File: config.mk
export PLATFORM = sky130hd
export DESIGN_NAME = freq_meter_mc
export DESIGN_NICKNAME = d
export VERILOG_FILES = /design/src/rtl/freq_meter_mc.sv
export SDC_FILE = /design/constraint.sdc
export NUM_CORES = 1
export LEC_CHECK = 0
export CAP_MARGIN = 0
export CORE_UTILIZATION = 52
export CTS_CLUSTER_DIAMETER = 60
export DETAILED_ROUTE_END_ITERATION = 12
export GPL_TIMING_DRIVEN = 0
export PLACE_DENSITY_LB_ADDON = 0.05
export SYNTH_ARGS = -nofsm -noshare
export SYNTH_HDL_FRONTEND = slang
export SYNTH_SLANG_ARGS = --single-unit
File: constraint.sdc
create_clock -name CLK_50M -period 3.1 [get_ports CLK_50M]
set_clock_uncertainty 0.2 [all_clocks]
set_input_delay 0.62 -clock CLK_50M [delete_from_list [all_inputs] [get_ports CLK_50M]]
set_output_delay 0.62 -clock CLK_50M [all_outputs]
set_load 0.02 [all_outputs]
File: src/rtl/freq_meter_mc.sv
// Multi-channel edge-rate meter: counts synchronised rising edges per channel over a common gate window.
// Optional macro FREQ_METER_RANGE_CHK_EN adds per-channel LO_LIM/HI_LIM range checking (CH_RANGE_ERR).
module freq_meter_mc #(
    parameter int NUM_CH   = 4,
    parameter int CNT_W    = 32,
    parameter int GATE_W   = 32,
    parameter int GATE_DEF = 50000000,
    parameter int SYNC_STG = 3
) (
    input  logic                     CLK_50M,
    input  logic                     RST_N,
    input  logic                     ENABLE,
    input  logic [GATE_W-1:0]        GATE_LEN,
    input  logic [NUM_CH-1:0]        SIG_IN,
`ifdef FREQ_METER_RANGE_CHK_EN
    input  logic [NUM_CH*CNT_W-1:0]  LO_LIM,
    input  logic [NUM_CH*CNT_W-1:0]  HI_LIM,
    output logic [NUM_CH-1:0]        CH_RANGE_ERR,
`endif
    output logic [NUM_CH*CNT_W-1:0]  FREQ_CNT,
    output logic                     CNT_VALID,
    output logic [NUM_CH-1:0]        CH_ALIVE,
    output logic [NUM_CH-1:0]        CH_OVF,
    output logic                     BUSY
);

    typedef enum logic {S_IDLE, S_RUN} state_t;

    localparam logic [CNT_W-1:0]  CNT_MAX    = '1;
    localparam logic [GATE_W-1:0] GATE_DEF_V = GATE_W'(GATE_DEF);

    state_t            state_q, state_d;
    logic [GATE_W-1:0] gate_len_q, gate_len_d;
    logic [GATE_W-1:0] gate_cnt_q, gate_cnt_d;
    logic              valid_q, valid_d;
    logic [GATE_W-1:0] sample_len;
    logic              terminal;
    logic              counting;

    assign sample_len = (GATE_LEN == '0) ? GATE_DEF_V : GATE_LEN;
    assign terminal   = (state_q == S_RUN) && (gate_cnt_q == gate_len_q - GATE_W'(1));
    // Counters only advance inside a window that continues past this cycle.
    assign counting   = (state_q == S_RUN) && !terminal && ENABLE;

    always_comb begin
        state_d    = state_q;
        gate_len_d = gate_len_q;
        gate_cnt_d = gate_cnt_q;
        valid_d    = 1'b0;
        case (state_q)
            S_IDLE: begin
                if (ENABLE) begin
                    gate_len_d = sample_len;
                    gate_cnt_d = '0;
                    state_d    = S_RUN;
                end
            end
            S_RUN: begin
                if (terminal) begin
                    valid_d    = 1'b1;
                    gate_cnt_d = '0;
                    gate_len_d = sample_len;
                    if (!ENABLE) state_d = S_IDLE;
                end else if (!ENABLE) begin
                    gate_cnt_d = '0;
                    state_d    = S_IDLE;
                end else begin
                    gate_cnt_d = gate_cnt_q + GATE_W'(1);
                end
            end
            default: state_d = S_IDLE;
        endcase
    end

    always_ff @(posedge CLK_50M or negedge RST_N) begin
        if (!RST_N) begin
            state_q    <= S_IDLE;
            gate_len_q <= '0;
            gate_cnt_q <= '0;
            valid_q    <= 1'b0;
        end else begin
            state_q    <= state_d;
            gate_len_q <= gate_len_d;
            gate_cnt_q <= gate_cnt_d;
            valid_q    <= valid_d;
        end
    end

    assign CNT_VALID = valid_q;
    assign BUSY      = (state_q == S_RUN);

    generate
        for (genvar gi = 0; gi < NUM_CH; gi++) begin : gen_ch
            logic [SYNC_STG-1:0] sync_q, sync_d;
            logic                hist_q, hist_d;
            logic [CNT_W-1:0]    cnt_q, cnt_d;
            logic                ovf_q, ovf_d;
            logic [CNT_W-1:0]    freq_q, freq_d;
            logic                alive_q, alive_d;
            logic                ch_ovf_q, ch_ovf_d;
            logic                edge_det;
            logic                at_max;
            logic [CNT_W-1:0]    cnt_fin;
            logic                ovf_fin;

            assign edge_det = sync_q[SYNC_STG-1] & ~hist_q;
            assign at_max   = (cnt_q == CNT_MAX);
            // Value the window would close with if it ended this cycle (includes this cycle's edge).
            assign cnt_fin  = (edge_det && !at_max) ? cnt_q + CNT_W'(1) : cnt_q;
            assign ovf_fin  = ovf_q | (edge_det & at_max);

            always_comb begin
                sync_d   = {sync_q[SYNC_STG-2:0], SIG_IN[gi]};
                hist_d   = sync_q[SYNC_STG-1];
                cnt_d    = '0;
                ovf_d    = 1'b0;
                freq_d   = freq_q;
                alive_d  = alive_q;
                ch_ovf_d = ch_ovf_q;
                if (counting) begin
                    cnt_d = cnt_fin;
                    ovf_d = ovf_fin;
                end
                if (terminal) begin
                    freq_d   = cnt_fin;
                    alive_d  = (cnt_fin != '0);
                    ch_ovf_d = ovf_fin;
                end
            end

            always_ff @(posedge CLK_50M or negedge RST_N) begin
                if (!RST_N) begin
                    sync_q   <= '0;
                    hist_q   <= 1'b0;
                    cnt_q    <= '0;
                    ovf_q    <= 1'b0;
                    freq_q   <= '0;
                    alive_q  <= 1'b0;
                    ch_ovf_q <= 1'b0;
                end else begin
                    sync_q   <= sync_d;
                    hist_q   <= hist_d;
                    cnt_q    <= cnt_d;
                    ovf_q    <= ovf_d;
                    freq_q   <= freq_d;
                    alive_q  <= alive_d;
                    ch_ovf_q <= ch_ovf_d;
                end
            end

            assign FREQ_CNT[gi*CNT_W +: CNT_W] = freq_q;
            assign CH_ALIVE[gi]                = alive_q;
            assign CH_OVF[gi]                  = ch_ovf_q;

`ifdef FREQ_METER_RANGE_CHK_EN
            logic             rerr_q, rerr_d;
            logic [CNT_W-1:0] lo_lim;
            logic [CNT_W-1:0] hi_lim;

            assign lo_lim = LO_LIM[gi*CNT_W +: CNT_W];
            assign hi_lim = HI_LIM[gi*CNT_W +: CNT_W];

            always_comb begin
                rerr_d = rerr_q;
                if (terminal) rerr_d = (cnt_fin < lo_lim) | (cnt_fin > hi_lim) | ovf_fin;
            end

            always_ff @(posedge CLK_50M or negedge RST_N) begin
                if (!RST_N) rerr_q <= 1'b0;
                else        rerr_q <= rerr_d;
            end

            assign CH_RANGE_ERR[gi] = rerr_q;
`endif
        end
    endgenerate

endmodule

==> summary.log <==
qor: outcome.run_status finished, violations left
qor: outcome.failed_checks negative setup slack
qor: grt.global_route_wire_length_before_repair 76100 um
qor: power.leakage 10.2 nW
qor: placement.dpl.hpwl 33400 um
qor: finish.post_route_cells_drive_above_1_share 0.283
qor: worst_setup_path.worstSetupPathType reg2reg
qor: synth.syn-num-nets 1902
qor: floorplanning.io_count 177
qor: drt.post_drt_via_cell_ratio 5.92
qor: timing.worst_slew_margin_rel 0.392
qor: hold_path.min-delay-path-class reg2reg
qor: synth.netlist.top_cell.by_area sky130_fd_sc_hd__dfrtp_1
qor: finish.syn2layout_area_growth 45.3%
qor: drt.first_pass_iters 6
qor: synth.synth_commonest_cells sky130_fd_sc_hd__dfrtp_1 (350), sky130_fd_sc_hd__nor2_1 (233), sky130_fd_sc_hd__nand2_1 (216)
qor: worst_setup_path.timing.critical_path.arrival 3.63 ns
qor: floorplanning.placeableCoreArea 0.0328 mm2
qor: synth.synth_edf_count 0
qor: drt.wire_per_inst 19.9 um
qor: worst_setup_path.crit_path_frequent_cell sky130_fd_sc_hd__or4_4
qor: grt.first_global_vias 14500
qor: placement.gpl.final_weighted_congestion 0.933
qor: floorplanning.die_h 185 um
qor: finish.final_cell_count_no_fill 2641
qor: synth.netlist-cell-type-count 65
qor: placement.dpl_cell_area 0.0202 mm2
qor: floorplanning.floorplan.die_area 0.0343 mm2
qor: power.fin_total_pwr 10.3 mW
qor: timing.timing.hold.ws 0.146 ns
qor: grt.groute.usage.overall 0.279
qor: synth.synth.yosys.seq_area_share 0.501
qor: power.largest_voltage_drop_on_the_vdd_net 0.000394 V
qor: synth.muxShareOfSynthArea 0.0267
qor: timing.hold_viol_final 0
qor: clocking.numCtsBuffers 39
qor: power.power.density_cell_area 404 mW/mm2
qor: timing.final_worst_path_period_need 3.44 ns
qor: power.power_switching_share 0.249
qor: power.power.switching 2.55 mW
qor: synth.syn-mean-instance-area 9.41 um2
qor: worst_setup_path.critical_path.cell_chain or4_4, nor4b_4, nand4b_1, xnor2_2, a311oi_4, or4_4, buf_12, clkbuf_16, nand2_1, o21ai_1
qor: synth.post-synth-top-area-fraction 0.501
qor: clocking.cts-htree-levels 2
qor: worst_setup_path.cpPeakStageDelay 0.69 ns
qor: grt.largest_net_degree_at_the_start_of_global_routing 121
qor: power.p_comb_frac 0.098
qor: drt.remaining_drc_errors 0
qor: worst_setup_path.crit_path_end_kind flop
qor: drt.route.vias.total 15600
qor: clocking.worst_skew_pair.late_latency 0.54 ns
qor: worst_setup_path.critical_path.startpoint_type flop
qor: synth.primary_ff_master_synth sky130_fd_sc_hd__dfrtp_1
qor: finish.num-nets-final 2213
qor: drt.drt.antenna.violating_nets 0
qor: clocking.tritoncts_clock_tree done
qor: timing.post-route-period-util 1.11
qor: finish.number_of_antenna_repair_diodes 0
qor: clocking.clock_tree.root_cell sky130_fd_sc_hd__clkbuf_16
qor: grt.grt_antenna_before_repair 0
qor: finish.design_area 0.0254 mm2
qor: drt.drt_iter0_markers 1231
qor: finish.final_core_utilization 0.774
qor: power.clock_power_share 0.436
qor: timing.timing_max_transition_violations_final 0
qor: clocking.clock_tree.buffer_depth 3
qor: synth.combinational_family_with_the_most_area_after_synthesis simple AND/OR/NAND/NOR gates
qor: floorplanning.chipWidth 185 um
qor: grt.gr-total-overflow 0
qor: synth.number_of_instances_in_the_synthesized_netlist 1857
qor: synth.post_synth_main_area_contributors sky130_fd_sc_hd__dfrtp_1 (50%), sky130_fd_sc_hd__nor2_1 (5.0%), sky130_fd_sc_hd__xnor2_1 (4.8%)
qor: floorplanning.floorplan.initialDensity 0.533
qor: synth.synth-adder-area-share 0.00430
qor: timing.rsz0062_at_grt true
qor: synth.synth-warning-count 0
qor: worst_setup_path.crit_path_max_fanout 9
qor: synth.postSynthRegisterBits 350
qor: placement.port_buf_inserts 176
qor: placement.placed_cells 2478
qor: timing.totalNegativeSetupSlack -71.92 ns
qor: drt.route.final.wire_length 52700 um
qor: timing.fin_ws -0.336 ns
qor: synth.synth-compound-area-share 0.103
qor: floorplanning.fp-row-count 66
qor: timing.max_slew.worst_pin.slew 0.900 ns
qor: worst_setup_path.critical_path_required 3.30 ns
qor: timing.setup_viol 333
qor: power.p_int 7.71 mW
qor: synth.synthArstFlopShare 1.00
qor: synth.synthSimpleGateAreaFrac 0.240
qor: synth.synth.cell_area 0.0175 mm2
qor: timing.peak_clock_frequency_supported_by_timing 291 MHz
qor: worst_setup_path.critical-path-slowest-cell sky130_fd_sc_hd__or4_4
qor: synth.synthXorXnorAreaFrac 0.0872
qor: placement.place_worst_setup_slack -0.913 ns
qor: job.cap_viol_max_count 0
qor: synth.synthMostInstantiatedCell sky130_fd_sc_hd__dfrtp_1
qor: clocking.cts.sinks 350
qor: clocking.register_clock_pin_slew_on_the_reported_worst_setup_and_hold_paths 0.06 ns
qor: power.power.sequential.fraction 0.466
[routing by layer]
metal | track usage | wire length [um] | vias up
li1 | - | - | 7202
met1 | 0.396 | 22400 | 7772
met2 | 0.455 | 25900 | 575
met3 | 0.0313 | 3040 | 94
met4 | 0.0717 | 1330 | 0
met5 | 0 | 0 | -
[worst paths after layout]
check,startpoint,slack (ns),depth (start not counted),to
max,gate_len_q[21]$_DFFE_PN0P_,-0.34,10,gen_ch[2].freq_q[20]$_DFFE_PN0P_
max reg2reg,gate_len_q[21]$_DFFE_PN0P_,-0.34,10,gen_ch[2].freq_q[20]$_DFFE_PN0P_
min in group asynchronous,RST_N,0.37,2,gen_ch[1].sync_q[1]$_DFF_PN0_
min,gen_ch[0].sync_q[0]$_DFF_PN0_,0.15,0,gen_ch[0].sync_q[1]$_DFF_PN0_
min reg2reg,gen_ch[0].sync_q[0]$_DFF_PN0_,0.15,0,gen_ch[0].sync_q[1]$_DFF_PN0_
max in group asynchronous,RST_N,1.40,3,gate_len_q[21]$_DFFE_PN0P_
[timing repair]
item	in CTS	in global routing
pin swaps	28	203
cloned	2	32
setup endpoints to repair	333	333
resized for setup	109	565
hold buffers	1	0
buffers inserted	48	25
endpoints found under the hold margin	29	0
[area by class of cell]
class,instances,area (um2)
multi-input cells,1375,10400
fillers,2156,7400
inverters,36,139
clock inverters,14,100
plain buffers,80,981
repair buffers,286,3310
well taps,442,553
flip-flops and latches,350,8780
clock buffers,58,1150
[placed cells by master, fill, tap and decap left out, types with 43 or more instances in the layout]
cell type / instances
sky130_fd_sc_hd__nand4_1: 75
sky130_fd_sc_hd__nand2_1: 173
sky130_fd_sc_hd__o21ai_1: 114
sky130_fd_sc_hd__dfrtp_1: 333
sky130_fd_sc_hd__and3_1: 45
sky130_fd_sc_hd__clkdlybuf4s50_1: 175
sky130_fd_sc_hd__o21ai_2: 43
sky130_fd_sc_hd__nor2_1: 102
sky130_fd_sc_hd__nor2_4: 120
sky130_fd_sc_hd__xor2_1: 69
sky130_fd_sc_hd__xnor2_1: 87
sky130_fd_sc_hd__buf_4: 70
sky130_fd_sc_hd__nand3_1: 68
sky130_fd_sc_hd__clkbuf_16: 71
[cell families (layout without fill, tap and decap cells)]
group	Yosys count	count (layout)
adder cells (fa/ha/maj)	6	6
flip-flops	350	350
multiplexers	44	44
XOR/XNOR	174	174
buffers and inverters	132	474
AND/OR/NAND/NOR	846	846
AO/OA/AOI/OAI	305	305
[power groups by stage]
stage / registers [mW] / logic, mW / clock network (mW)
5_1_grt: 4.79 / 1.08 / 4.74
3_5_place_dp: 4.85 / 0.662 / 0
4_1_cts: 4.77 / 0.775 / 4.55
2_1_floorplan: 4.81 / 0.407 / 0
6_report: 4.78 / 1.00 / 4.48
3_3_place_gp: 4.85 / 0.638 / 0
[sequential cells by signal, indices dropped and copies added, names as in the netlist, 4 cells and up]
name             cells
gen_ch.cnt_q       128
gate_len_q          32
gen_ch.sync_q       12
gen_ch.freq_q      128
gen_ch.ch_ovf_q      4
gate_cnt_q          32
gen_ch.hist_q        4
gen_ch.alive_q       4
gen_ch.ovf_q         4
[critical path, delay by kind of cell (launching register included)]
family	cells	cell delay (ns)
buf+inv	2	0.39
xor+xnor	1	0.21
simple gates	5	1.85
flops	1	0.44
compound gates	2	0.21
No activity file was read; power rests on OpenSTA's default activity.
